### src/rtl/core_defs.sv
// Shared definitions for the core memory arbiter: FSM state encodings,
// transaction owner tags and SRAM access-size codes.
package core_defs;

  typedef enum logic [1:0] {
    ARB_IDLE = 2'd0,
    ARB_BUSY = 2'd1,
    ARB_RESP = 2'd2
  } arb_state_e;

  typedef enum logic {
    OWNER_IF  = 1'b0,
    OWNER_MEM = 1'b1
  } arb_owner_e;

  localparam logic [1:0] RAM_SIZE_BYTE = 2'b00;
  localparam logic [1:0] RAM_SIZE_HALF = 2'b01;
  localparam logic [1:0] RAM_SIZE_WORD = 2'b10;

endpackage

### src/rtl/core_mem_arbiter_if.sv
// Bundle of the IF fetch port, MEM load/store port and SRAM master control
// port; master is the arbiter's view, slave is the pipeline/SRAM side.
interface core_mem_arbiter_if #(
  parameter int ADDR_W = 32,
  parameter int DATA_W = 32
);

  logic              if_req;
  logic [ADDR_W-1:0] if_addr;
  logic              if_flush;
  logic [DATA_W-1:0] if_rdata;
  logic              if_done;

  logic              mem_req;
  logic              mem_wen;
  logic [ADDR_W-1:0] mem_addr;
  logic [1:0]        mem_size;
  logic [DATA_W-1:0] mem_wdata;
  logic [DATA_W-1:0] mem_rdata;
  logic              mem_done;

  logic              ram_en;
  logic              ram_wen;
  logic [ADDR_W-1:0] ram_addr;
  logic [1:0]        ram_size;
  logic [DATA_W-1:0] ram_din;
  logic [DATA_W-1:0] ram_dout;
  logic              ram_done;

  logic              bus_err;

  modport master (
    input  if_req, if_addr, if_flush,
    output if_rdata, if_done,
    input  mem_req, mem_wen, mem_addr, mem_size, mem_wdata,
    output mem_rdata, mem_done,
    output ram_en, ram_wen, ram_addr, ram_size, ram_din,
    input  ram_dout, ram_done,
    output bus_err
  );

  modport slave (
    output if_req, if_addr, if_flush,
    input  if_rdata, if_done,
    output mem_req, mem_wen, mem_addr, mem_size, mem_wdata,
    input  mem_rdata, mem_done,
    input  ram_en, ram_wen, ram_addr, ram_size, ram_din,
    output ram_dout, ram_done,
    input  bus_err
  );

endinterface

### src/rtl/core_arb_timer.sv
// Bus watchdog counter: cleared on load, counts enabled cycles and flags
// expiry during the LIMIT-th enabled cycle since the last load.
module core_arb_timer #(
  parameter int LIMIT = 255
) (
  input  logic clk,
  input  logic rst_n,
  input  logic load_i,
  input  logic en_i,
  output logic expire_o
);

  localparam int CNT_W = $clog2(LIMIT + 1);
  localparam logic [CNT_W-1:0] LAST = CNT_W'(LIMIT - 1);

  logic [CNT_W-1:0] cnt_q;
  logic [CNT_W-1:0] cnt_d;

  // Counter stops at LAST so a held-off expiry cannot wrap back to zero.
  always_comb begin
    cnt_d = cnt_q;
    if (load_i) begin
      cnt_d = {CNT_W{1'b0}};
    end else if (en_i && (cnt_q != LAST)) begin
      cnt_d = cnt_q + CNT_W'(1);
    end else begin
      cnt_d = cnt_q;
    end
  end

  always_ff @(posedge clk or negedge rst_n) begin
    if (!rst_n) begin
      cnt_q <= {CNT_W{1'b0}};
    end else begin
      cnt_q <= cnt_d;
    end
  end

  assign expire_o = en_i && (cnt_q == LAST);

endmodule

### src/rtl/core_mem_arbiter.sv
// Sequential IF/MEM arbiter onto the single SRAM master port: one owned
// transaction at a time, MEM priority with IF starvation bound, bus watchdog.
module core_mem_arbiter
  import core_defs::*;
#(
  parameter int ADDR_W         = 32,
  parameter int DATA_W         = 32,
  parameter int STARVE_LIMIT   = 4,
  parameter int TIMEOUT_CYCLES = 255
) (
  input logic                clk,
  input logic                rst_n,
  core_mem_arbiter_if.master bus
);

  localparam int SC_W = $clog2(STARVE_LIMIT + 1);
  localparam logic [SC_W-1:0] STARVE_MAX = SC_W'(STARVE_LIMIT);

  arb_state_e        state_q, state_d;
  arb_owner_e        owner_q, owner_d;
  logic              drop_q, drop_d;
  logic [SC_W-1:0]   starve_cnt_q, starve_cnt_d;
  logic              ram_en_q, ram_en_d;
  logic              ram_wen_q, ram_wen_d;
  logic [ADDR_W-1:0] ram_addr_q, ram_addr_d;
  logic [1:0]        ram_size_q, ram_size_d;
  logic [DATA_W-1:0] ram_din_q, ram_din_d;
  logic [DATA_W-1:0] if_rdata_q, if_rdata_d;
  logic [DATA_W-1:0] mem_rdata_q, mem_rdata_d;
  logic              if_done_q, if_done_d;
  logic              mem_done_q, mem_done_d;
  logic              bus_err_q, bus_err_d;

  logic              grant_mem_s;
  logic              grant_if_s;
  logic              busy_s;
  logic              expire_s;
  logic              finish_s;
  logic              timeout_s;
  logic              if_flush_hit_s;
  logic [DATA_W-1:0] rdata_s;

  core_arb_timer #(
    .LIMIT (TIMEOUT_CYCLES)
  ) u_timer (
    .clk      (clk),
    .rst_n    (rst_n),
    .load_i   (grant_mem_s || grant_if_s),
    .en_i     (busy_s),
    .expire_o (expire_s)
  );

  // MEM wins unless IF has already been passed over STARVE_LIMIT times.
  always_comb begin
    grant_mem_s = 1'b0;
    grant_if_s  = 1'b0;
    if (state_q == ARB_IDLE) begin
      if (bus.mem_req && (starve_cnt_q < STARVE_MAX)) begin
        grant_mem_s = 1'b1;
      end else if (bus.if_req && !bus.if_flush) begin
        grant_if_s = 1'b1;
      end else begin
        grant_mem_s = bus.mem_req;
      end
    end else begin
      grant_mem_s = 1'b0;
      grant_if_s  = 1'b0;
    end
  end

  // ram_done takes precedence over a watchdog expiry in the same cycle.
  assign busy_s         = (state_q == ARB_BUSY);
  assign finish_s       = busy_s && (bus.ram_done || expire_s);
  assign timeout_s      = busy_s && !bus.ram_done && expire_s;
  assign if_flush_hit_s = (owner_q == OWNER_IF) && bus.if_flush && (state_q != ARB_IDLE);
  assign rdata_s        = bus.ram_done ? bus.ram_dout : {DATA_W{1'b0}};

  always_comb begin
    if (grant_if_s || !bus.if_req) begin
      starve_cnt_d = {SC_W{1'b0}};
    end else if (grant_mem_s && (starve_cnt_q != STARVE_MAX)) begin
      starve_cnt_d = starve_cnt_q + SC_W'(1);
    end else begin
      starve_cnt_d = starve_cnt_q;
    end
  end

  always_ff @(posedge clk or negedge rst_n) begin
    if (!rst_n) begin
      state_q <= ARB_IDLE;
    end else begin
      state_q <= state_d;
    end
  end

  always_comb begin
    state_d = state_q;
    case (state_q)
      ARB_IDLE: state_d = (grant_mem_s || grant_if_s) ? ARB_BUSY : ARB_IDLE;
      ARB_BUSY: state_d = finish_s ? ARB_RESP : ARB_BUSY;
      ARB_RESP: state_d = ARB_IDLE;
      default:  state_d = ARB_IDLE;
    endcase
  end

  // Done pulses are set on the BUSY->RESP edge so they are high for the RESP cycle.
  always_comb begin
    owner_d     = owner_q;
    drop_d      = drop_q;
    ram_en_d    = ram_en_q;
    ram_wen_d   = ram_wen_q;
    ram_addr_d  = ram_addr_q;
    ram_size_d  = ram_size_q;
    ram_din_d   = ram_din_q;
    if_rdata_d  = if_rdata_q;
    mem_rdata_d = mem_rdata_q;
    if_done_d   = 1'b0;
    mem_done_d  = 1'b0;
    bus_err_d   = bus_err_q;
    if (grant_mem_s) begin
      owner_d    = OWNER_MEM;
      drop_d     = 1'b0;
      ram_en_d   = 1'b1;
      ram_wen_d  = bus.mem_wen;
      ram_addr_d = bus.mem_addr;
      ram_size_d = bus.mem_size;
      ram_din_d  = bus.mem_wdata;
    end else if (grant_if_s) begin
      owner_d    = OWNER_IF;
      drop_d     = 1'b0;
      ram_en_d   = 1'b1;
      ram_wen_d  = 1'b0;
      ram_addr_d = bus.if_addr;
      ram_size_d = RAM_SIZE_WORD;
      ram_din_d  = {DATA_W{1'b0}};
    end else if (finish_s) begin
      ram_en_d  = 1'b0;
      bus_err_d = bus_err_q || timeout_s;
      if (owner_q == OWNER_MEM) begin
        mem_done_d  = 1'b1;
        mem_rdata_d = rdata_s;
      end else if (!(drop_q || bus.if_flush)) begin
        if_done_d  = 1'b1;
        if_rdata_d = rdata_s;
      end else begin
        drop_d = 1'b1;
      end
    end else if (if_flush_hit_s) begin
      drop_d = 1'b1;
    end else begin
      drop_d = drop_q;
    end
  end

  always_ff @(posedge clk or negedge rst_n) begin
    if (!rst_n) begin
      owner_q      <= OWNER_IF;
      drop_q       <= 1'b0;
      starve_cnt_q <= {SC_W{1'b0}};
      ram_en_q     <= 1'b0;
      ram_wen_q    <= 1'b0;
      ram_addr_q   <= {ADDR_W{1'b0}};
      ram_size_q   <= 2'b00;
      ram_din_q    <= {DATA_W{1'b0}};
      if_rdata_q   <= {DATA_W{1'b0}};
      mem_rdata_q  <= {DATA_W{1'b0}};
      if_done_q    <= 1'b0;
      mem_done_q   <= 1'b0;
      bus_err_q    <= 1'b0;
    end else begin
      owner_q      <= owner_d;
      drop_q       <= drop_d;
      starve_cnt_q <= starve_cnt_d;
      ram_en_q     <= ram_en_d;
      ram_wen_q    <= ram_wen_d;
      ram_addr_q   <= ram_addr_d;
      ram_size_q   <= ram_size_d;
      ram_din_q    <= ram_din_d;
      if_rdata_q   <= if_rdata_d;
      mem_rdata_q  <= mem_rdata_d;
      if_done_q    <= if_done_d;
      mem_done_q   <= mem_done_d;
      bus_err_q    <= bus_err_d;
    end
  end

  assign bus.ram_en    = ram_en_q;
  assign bus.ram_wen   = ram_wen_q;
  assign bus.ram_addr  = ram_addr_q;
  assign bus.ram_size  = ram_size_q;
  assign bus.ram_din   = ram_din_q;
  assign bus.if_rdata  = if_rdata_q;
  assign bus.if_done   = if_done_q;
  assign bus.mem_rdata = mem_rdata_q;
  assign bus.mem_done  = mem_done_q;
  assign bus.bus_err   = bus_err_q;

endmodule

### src/flat_wrapper.sv
// flat-port wrapper written by rule: the top's interface ports become plain ports
module core_mem_arbiter_flat import core_defs::*;
#(
  parameter int ADDR_W         = 32,
  parameter int DATA_W         = 32,
  parameter int STARVE_LIMIT   = 4,
  parameter int TIMEOUT_CYCLES = 255
)
  (clk, rst_n, bus_if_req, bus_if_addr, bus_if_flush, bus_if_rdata, bus_if_done, bus_mem_req, bus_mem_wen, bus_mem_addr, bus_mem_size, bus_mem_wdata, bus_mem_rdata, bus_mem_done, bus_ram_en, bus_ram_wen, bus_ram_addr, bus_ram_size, bus_ram_din, bus_ram_dout, bus_ram_done, bus_bus_err);
  core_mem_arbiter_if #(.ADDR_W(ADDR_W), .DATA_W(DATA_W)) bus_i ();
  input logic clk;
  input logic rst_n;
  input wire logic [$bits(bus_i.if_req)-1:0] bus_if_req;
  input wire logic [$bits(bus_i.if_addr)-1:0] bus_if_addr;
  input wire logic [$bits(bus_i.if_flush)-1:0] bus_if_flush;
  output wire logic [$bits(bus_i.if_rdata)-1:0] bus_if_rdata;
  output wire logic [$bits(bus_i.if_done)-1:0] bus_if_done;
  input wire logic [$bits(bus_i.mem_req)-1:0] bus_mem_req;
  input wire logic [$bits(bus_i.mem_wen)-1:0] bus_mem_wen;
  input wire logic [$bits(bus_i.mem_addr)-1:0] bus_mem_addr;
  input wire logic [$bits(bus_i.mem_size)-1:0] bus_mem_size;
  input wire logic [$bits(bus_i.mem_wdata)-1:0] bus_mem_wdata;
  output wire logic [$bits(bus_i.mem_rdata)-1:0] bus_mem_rdata;
  output wire logic [$bits(bus_i.mem_done)-1:0] bus_mem_done;
  output wire logic [$bits(bus_i.ram_en)-1:0] bus_ram_en;
  output wire logic [$bits(bus_i.ram_wen)-1:0] bus_ram_wen;
  output wire logic [$bits(bus_i.ram_addr)-1:0] bus_ram_addr;
  output wire logic [$bits(bus_i.ram_size)-1:0] bus_ram_size;
  output wire logic [$bits(bus_i.ram_din)-1:0] bus_ram_din;
  input wire logic [$bits(bus_i.ram_dout)-1:0] bus_ram_dout;
  input wire logic [$bits(bus_i.ram_done)-1:0] bus_ram_done;
  output wire logic [$bits(bus_i.bus_err)-1:0] bus_bus_err;
  assign bus_i.if_req = bus_if_req;
  assign bus_i.if_addr = bus_if_addr;
  assign bus_i.if_flush = bus_if_flush;
  assign bus_if_rdata = bus_i.if_rdata;
  assign bus_if_done = bus_i.if_done;
  assign bus_i.mem_req = bus_mem_req;
  assign bus_i.mem_wen = bus_mem_wen;
  assign bus_i.mem_addr = bus_mem_addr;
  assign bus_i.mem_size = bus_mem_size;
  assign bus_i.mem_wdata = bus_mem_wdata;
  assign bus_mem_rdata = bus_i.mem_rdata;
  assign bus_mem_done = bus_i.mem_done;
  assign bus_ram_en = bus_i.ram_en;
  assign bus_ram_wen = bus_i.ram_wen;
  assign bus_ram_addr = bus_i.ram_addr;
  assign bus_ram_size = bus_i.ram_size;
  assign bus_ram_din = bus_i.ram_din;
  assign bus_i.ram_dout = bus_ram_dout;
  assign bus_i.ram_done = bus_ram_done;
  assign bus_bus_err = bus_i.bus_err;
  core_mem_arbiter #(.ADDR_W(ADDR_W), .DATA_W(DATA_W), .STARVE_LIMIT(STARVE_LIMIT), .TIMEOUT_CYCLES(TIMEOUT_CYCLES)) u_core (.clk(clk), .rst_n(rst_n), .bus(bus_i));
endmodule
### config.mk
export PLATFORM = sky130hd
export DESIGN_NAME = core_mem_arbiter_flat
export DESIGN_NICKNAME = d
export VERILOG_FILES = /design/src/rtl/core_defs.sv /design/src/rtl/core_mem_arbiter_if.sv /design/src/rtl/core_arb_timer.sv /design/src/rtl/core_mem_arbiter.sv /design/src/flat_wrapper.sv
export SDC_FILE = /design/constraint.sdc
export NUM_CORES = 1
export LEC_CHECK = 0
export ABC_AREA = 1
export CAP_MARGIN = 20
export CORE_MARGIN = 4
export CORE_UTILIZATION = 46
export CTS_CLUSTER_SIZE = 30
export DETAILED_ROUTE_END_ITERATION = 16
export PLACE_DENSITY = 0.86
export SYNTH_ARGS = -nofsm -noshare
export SYNTH_HDL_FRONTEND = slang
export SYNTH_SLANG_ARGS = --single-unit
### constraint.sdc
create_clock -name clk -period 2.46 [get_ports clk]
set_input_delay 0.615 -clock clk [delete_from_list [all_inputs] [get_ports clk]]
set_output_delay 0.615 -clock clk [all_outputs]
set_load 0.01 [all_outputs]
# == Word level (Yosys, flattened, before mapping) ==
# Cells that the tools add are included.
# word_totals
input_bits,137
register_bits,150
# classes
n_reduce_logical,29
addsub,2
bitwise_logic,4
eq_ne,6
muxes,41
magnitude_cmp,1
# ops
cell,n
32-bit 2-to-1 mux,5
1-bit 2-to-1 mux,28
8-bit 2-to-1 mux,2
1-bit logical AND,10
8-bit by 1-bit adder with 8-bit output (second input constant),1
8-bit equality test (second input constant),1
8-bit != test (second input constant),1
2-bit nonzero test,4
2-bit 2-to-1 mux,3
3-bit 2-to-1 mux,2
3-bit AND reduction,2
1-bit logical OR,5
5-bit AND reduction,1
4-bit by 2-bit != test with 1-bit output (second input constant),1
4-bit != test (second input constant),1
1-bit inverter,4
2-bit case mux with 2 select lines,1
4-bit AND reduction,1
4-bit nonzero test,1
3-bit by 1-bit adder with 3-bit output (second input constant),1
1-bit zero test,3
3-bit < comparator (second input constant),1
3-bit != test (second input constant),1
3-bit nonzero test,1
other kinds (2),2

# == Logic depth before layout (Yosys ltp) ==
# depth
ltp_word,8
mapped_depth,13
mapped_depth_nobuf,11

# == Cells and area by module ==
# A second synthesis with hierarchy kept.
# hier_totals
cells_unflattened,707
area_unflattened_um2,6379.9
# modules_own_cells
module,instances,seq_area_each_um2,cells_each,area_per_inst_um2
core_mem_arbiter,1,3553.4,635,5858.1
core_arb_timer,1,200.2,72,521.8

# == Worst setup path after synthesis ==
# No wires, ideal clock.
# synth_path
kind,in2reg
from,in bus_ram_done
to,"reg u_core.mem_rdata_q[22], in the netlist u_core.bus.mem_rdata[22]"
required_time_ns,2.330
t_arrival_ns,1.507
setup_ns,0.130
slack_ns,0.823
stages,10
path_cell_list,clkbuf_1 -> inv_1 -> nand2_4 -> nand2_4 -> clkinv_2 -> nand2_2 -> buf_6 -> buf_6 -> nand2_1 -> o21ai_1
# synth_between
elab_chain_len,3
# synth_lines
element,line_no,text
start: declaration,flat_wrapper.sv:31,input wire logic [$bits(bus_i.ram_done)-1:0] bus_ram_done;
1-bit logical OR,core_mem_arbiter.sv:73,assign finish_s = busy_s && (bus.ram_done || expire_s);
1-bit logical AND,core_mem_arbiter.sv:73,
4-bit AND reduction (no source line),n/a,
end signal: assignment,core_mem_arbiter.sv:166,mem_rdata_q <= {DATA_W{1'b0}};
end signal: assignment,core_mem_arbiter.sv:180,mem_rdata_q <= mem_rdata_d;
end: declaration,core_mem_arbiter.sv:29,"logic [DATA_W-1:0] mem_rdata_q, mem_rdata_d;"
# Parallel ways exist; a longest one is shown, timed or not.
# A chain may end at the register's enable or synchronous reset.

# == Final worst setup path ==
# layout_path
from,"reg u_core.ram_addr_q[16], in the netlist u_core.bus.ram_addr[16]"
to,out bus_ram_addr[16]
# layout_rtl
element,line_no,text
start: declaration,core_mem_arbiter.sv:25,"logic [ADDR_W-1:0] ram_addr_q, ram_addr_d;"
start signal: assignment,core_mem_arbiter.sv:162,ram_addr_q <= {ADDR_W{1'b0}};
start signal: assignment,core_mem_arbiter.sv:176,ram_addr_q <= ram_addr_d;
end: declaration,flat_wrapper.sv:27,output wire logic [$bits(bus_i.ram_addr)-1:0] bus_ram_addr;
# No word-level cell between the ends.

==> impl_metrics.tcl <==
set metrics [dict create \
    status "completed" \
    synth-seq-cells 150 \
    core_sq_um 13300 \
    clkTransAtPathRegs_ns 0.06 \
    max_stage_delay_ns 0.56 \
    p_leak_nw 4.34 \
    antenna_cells 0 \
    wirelength_um 18100 \
    worstPathArrival_ns 1.37 \
    cts_sinks 150 \
    worstSetupPathType "flip-flop to output pin" \
    insertion_delay_ns 0.42 \
    dr.pass1.iters 5 \
    worst_setup_path_end_kind "output pin" \
    grt_pass1_wl_um 29600 \
    post-route-cell-area_sq_um 9800 \
    post_cts_resized 0 \
    htree_levels 4 \
    grt_remaining_overflow 0 \
    cts_hold_buf 0 \
    drc 0 \
    placed_area_sq_um 9170 \
    pre_cts_slack_ns 0.230 \
    finClkSkew_ns 0.00597 \
    clockRootBuffer "clkbuf_16" \
    synth_area_sq_um 6260 \
    drive_above_1_share_pct 12.0 \
    synthesis.nets 760 \
    final_cell_mix "clkdlybuf4s50_1, nand2_1, dfrtp_1" \
    antenna_found_initial 0 \
    maxSlewHeadroom_pct 62.1 \
    post-place-cells 1045 \
    instances_no_fill 1077 \
    period_share_pct 80.5 \
    cp_num_buf_inv 1 \
    min_path_type "input port to asynchronous set/reset pin" \
    path_cells "clkdlybuf4s50_1" \
    port_buffers 271 \
    grt_max_degree 66 \
    postCtsSetupBuffers 0 \
    critPathMaxFanout 2 \
    floorplan.die.height_um 125 \
    avgSynthCellArea_sq_um 10.1 \
    critPathTopFamily "buffers and inverters" \
    p_per_area_nw_per_um2 1160 \
    tightest_slew_ns 0.568 \
    initial_utilization_pct 47.1 \
    drtIter0Drc 418 \
    cts_tree "built" \
    min_period_ns 1.98 \
    cp-start-kind "flip-flop" \
    nets 1029 \
    setup_viol 0 \
    grt_usage_pct 23.9 \
    irDropWorstVdd_uv 666 \
    post_drt_wl_per_cell_um 16.8 \
    dpl.hpwl_um 13200 \
    clk_path_buf_depth 2 \
    die_area_sq_um 15500 \
    dr_total_vias 5566 \
    ios 272 \
    area_growth_pct 56.6 \
    hold_viol_final 0 \
    rows 42 \
    vias_per_cell 5.17 \
    rsz0062_at_grt "false" \
    ys_types 30 \
    slew_viol_final 0 \
    fin_ws_ns 0.479 \
    synth-seq-area-share_pct 60.0 \
    synthCells 619 \
    gp_congestion 0.843 \
    crit_required_ns 1.85 \
    maxCapViolations 0 \
    cp_slowest_cell "clkdlybuf4s50_1" \
    fin_util_pct 73.7 \
    grt_pass1_vias 5713 \
    fp.dieW_um 125 \
    drtAntennaViolNets 0 \
    fmax_ghz 0.505 \
    layout_commonest_cell "clkdlybuf4s50_1" \
    setup_tns_ns 0 \
    ys_warn_count 0 \
    cts_buffers 17 \
]
-- cell type report --
cell class,count,area (sq um)
Timing Repair Buffer,288,2930
Multi-Input combinational cell,411,2190
Fill cell,929,3500
Clock buffer,19,453
Clock inverter,13,179
Tap cell,176,220
Sequential cell,150,3750
Inverter,20,76.3
-- layer usage --
layer	vias to the layer above	global-route usage (%)	share of wire [%]
met5	-	0	0
met4	0	8.70	2.0
met3	27	8.45	9.4
met2	257	40.9	51
met1	2662	27.8	38
li1	2620	-	-
-- cells in the mapped netlist --
| library cell | n | share of area [%] |
|---|---|---|
| nor2_2 | 3 | 0.30 |
| nor2_1 | 8 | 0.48 |
| inv_1 | 17 | 1.0 |
| clkinv_2 | 1 | 0.080 |
| nand2_4 | 2 | 0.36 |
| a21oi_1 | 2 | 0.16 |
| o31ai_1 | 3 | 0.36 |
| dfrtp_1 | 150 | 60 |
| o22ai_1 | 1 | 0.10 |
| buf_2 | 8 | 0.64 |
| o21bai_1 | 1 | 0.12 |
| xnor2_1 | 2 | 0.28 |
| xor2_1 | 2 | 0.28 |
| nor3_1 | 3 | 0.24 |
| ha_1 | 4 | 0.80 |
| o21ai_2 | 23 | 3.2 |
| nand2_1 | 168 | 10 |
| clkinv_1 | 1 | 0.060 |
| nand2_2 | 24 | 2.4 |
| nand4_2 | 1 | 0.20 |
| buf_4 | 4 | 0.48 |
| inv_2 | 1 | 0.060 |
| buf_6 | 11 | 2.0 |
| o21ai_0 | 13 | 1.0 |
| clkbuf_1 | 15 | 0.90 |
| o211ai_1 | 1 | 0.12 |
| o21ai_1 | 38 | 3.0 |
| a22o_1 | 34 | 4.8 |
| nand3_1 | 76 | 6.1 |
| nor2_4 | 2 | 0.36 |
-- power breakdown --
group          switching (W)  internal, W  total (W)
combinational        0.00212      0.00248    0.00460
clock               0.000988      0.00174    0.00273
sequential          0.000594      0.00342    0.00401
-- cell families (layout without fill, tap and decap cells) --
kind of cell               count (synthesis)  in the layout  share of synthesized area, %
AOI/OAI and AO/OA                        116            116                          12.9
and+or+nand+nor                          287            287                          20.5
buffers and inverters                     58            340                          5.22
xor gates and xnor gates                   4              4                         0.560
DFF                                      150            150                          60.0
adders and majority gates                  4              4                         0.800
-- sequential cells by signal, summed over array words and instances (netlist names) --
register and cells:
u_core.bus.mem_done 1, u_core.bus.if_rdata 32, u_core.owner_q 1, u_core.bus.ram_en 1, u_core.bus.ram_size 2, u_core.u_timer.cnt_q 8
u_core.bus.ram_wen 1, u_core.bus.if_done 1, u_core.bus.bus_err 1, u_core.bus.ram_addr 32, u_core.starve_cnt_q 3, u_core.state_q 2
u_core.drop_q 1, u_core.bus.mem_rdata 32, u_core.bus.ram_din 32
-- worst paths after layout --
path	startpoint	endpoint	slack, ns	cells past startpoint
setup / recovery	u_core.bus.ram_addr[16]$_DFFE_PN0N_	bus_ram_addr[16]	0.48	1
min in group clk	u_core.drop_q$_DFFE_PN0P_	u_core.drop_q$_DFFE_PN0P_	0.48	2
hold / removal	rst_n	u_core.bus.mem_rdata[18]$_DFFE_PN0P_	0.17	1
setup reg to reg	u_core.u_timer.cnt_q[0]$_DFFE_PN0P_	u_core.bus.mem_rdata[0]$_DFFE_PN0P_	0.60	12
hold reg to reg	u_core.drop_q$_DFFE_PN0P_	u_core.drop_q$_DFFE_PN0P_	0.48	2
max in group asynchronous	rst_n	u_core.bus.mem_rdata[7]$_DFFE_PN0P_	1.64	2
-- metrics by stage --
| stage | total power [W] | hold WS (ns) |
|---|---|---|
| 5_1_grt | 0.0120 | 0.209 |
| 3_5_place_dp | 0.00864 | 0.464 |
| 2_1_floorplan | 0.00603 | 0.319 |
| 4_1_cts | 0.0114 | 0.174 |
| 3_3_place_gp | 0.00850 | 0.465 |
| 6_report | 0.0113 | 0.166 |
Power figures use the tool's default switching activity.
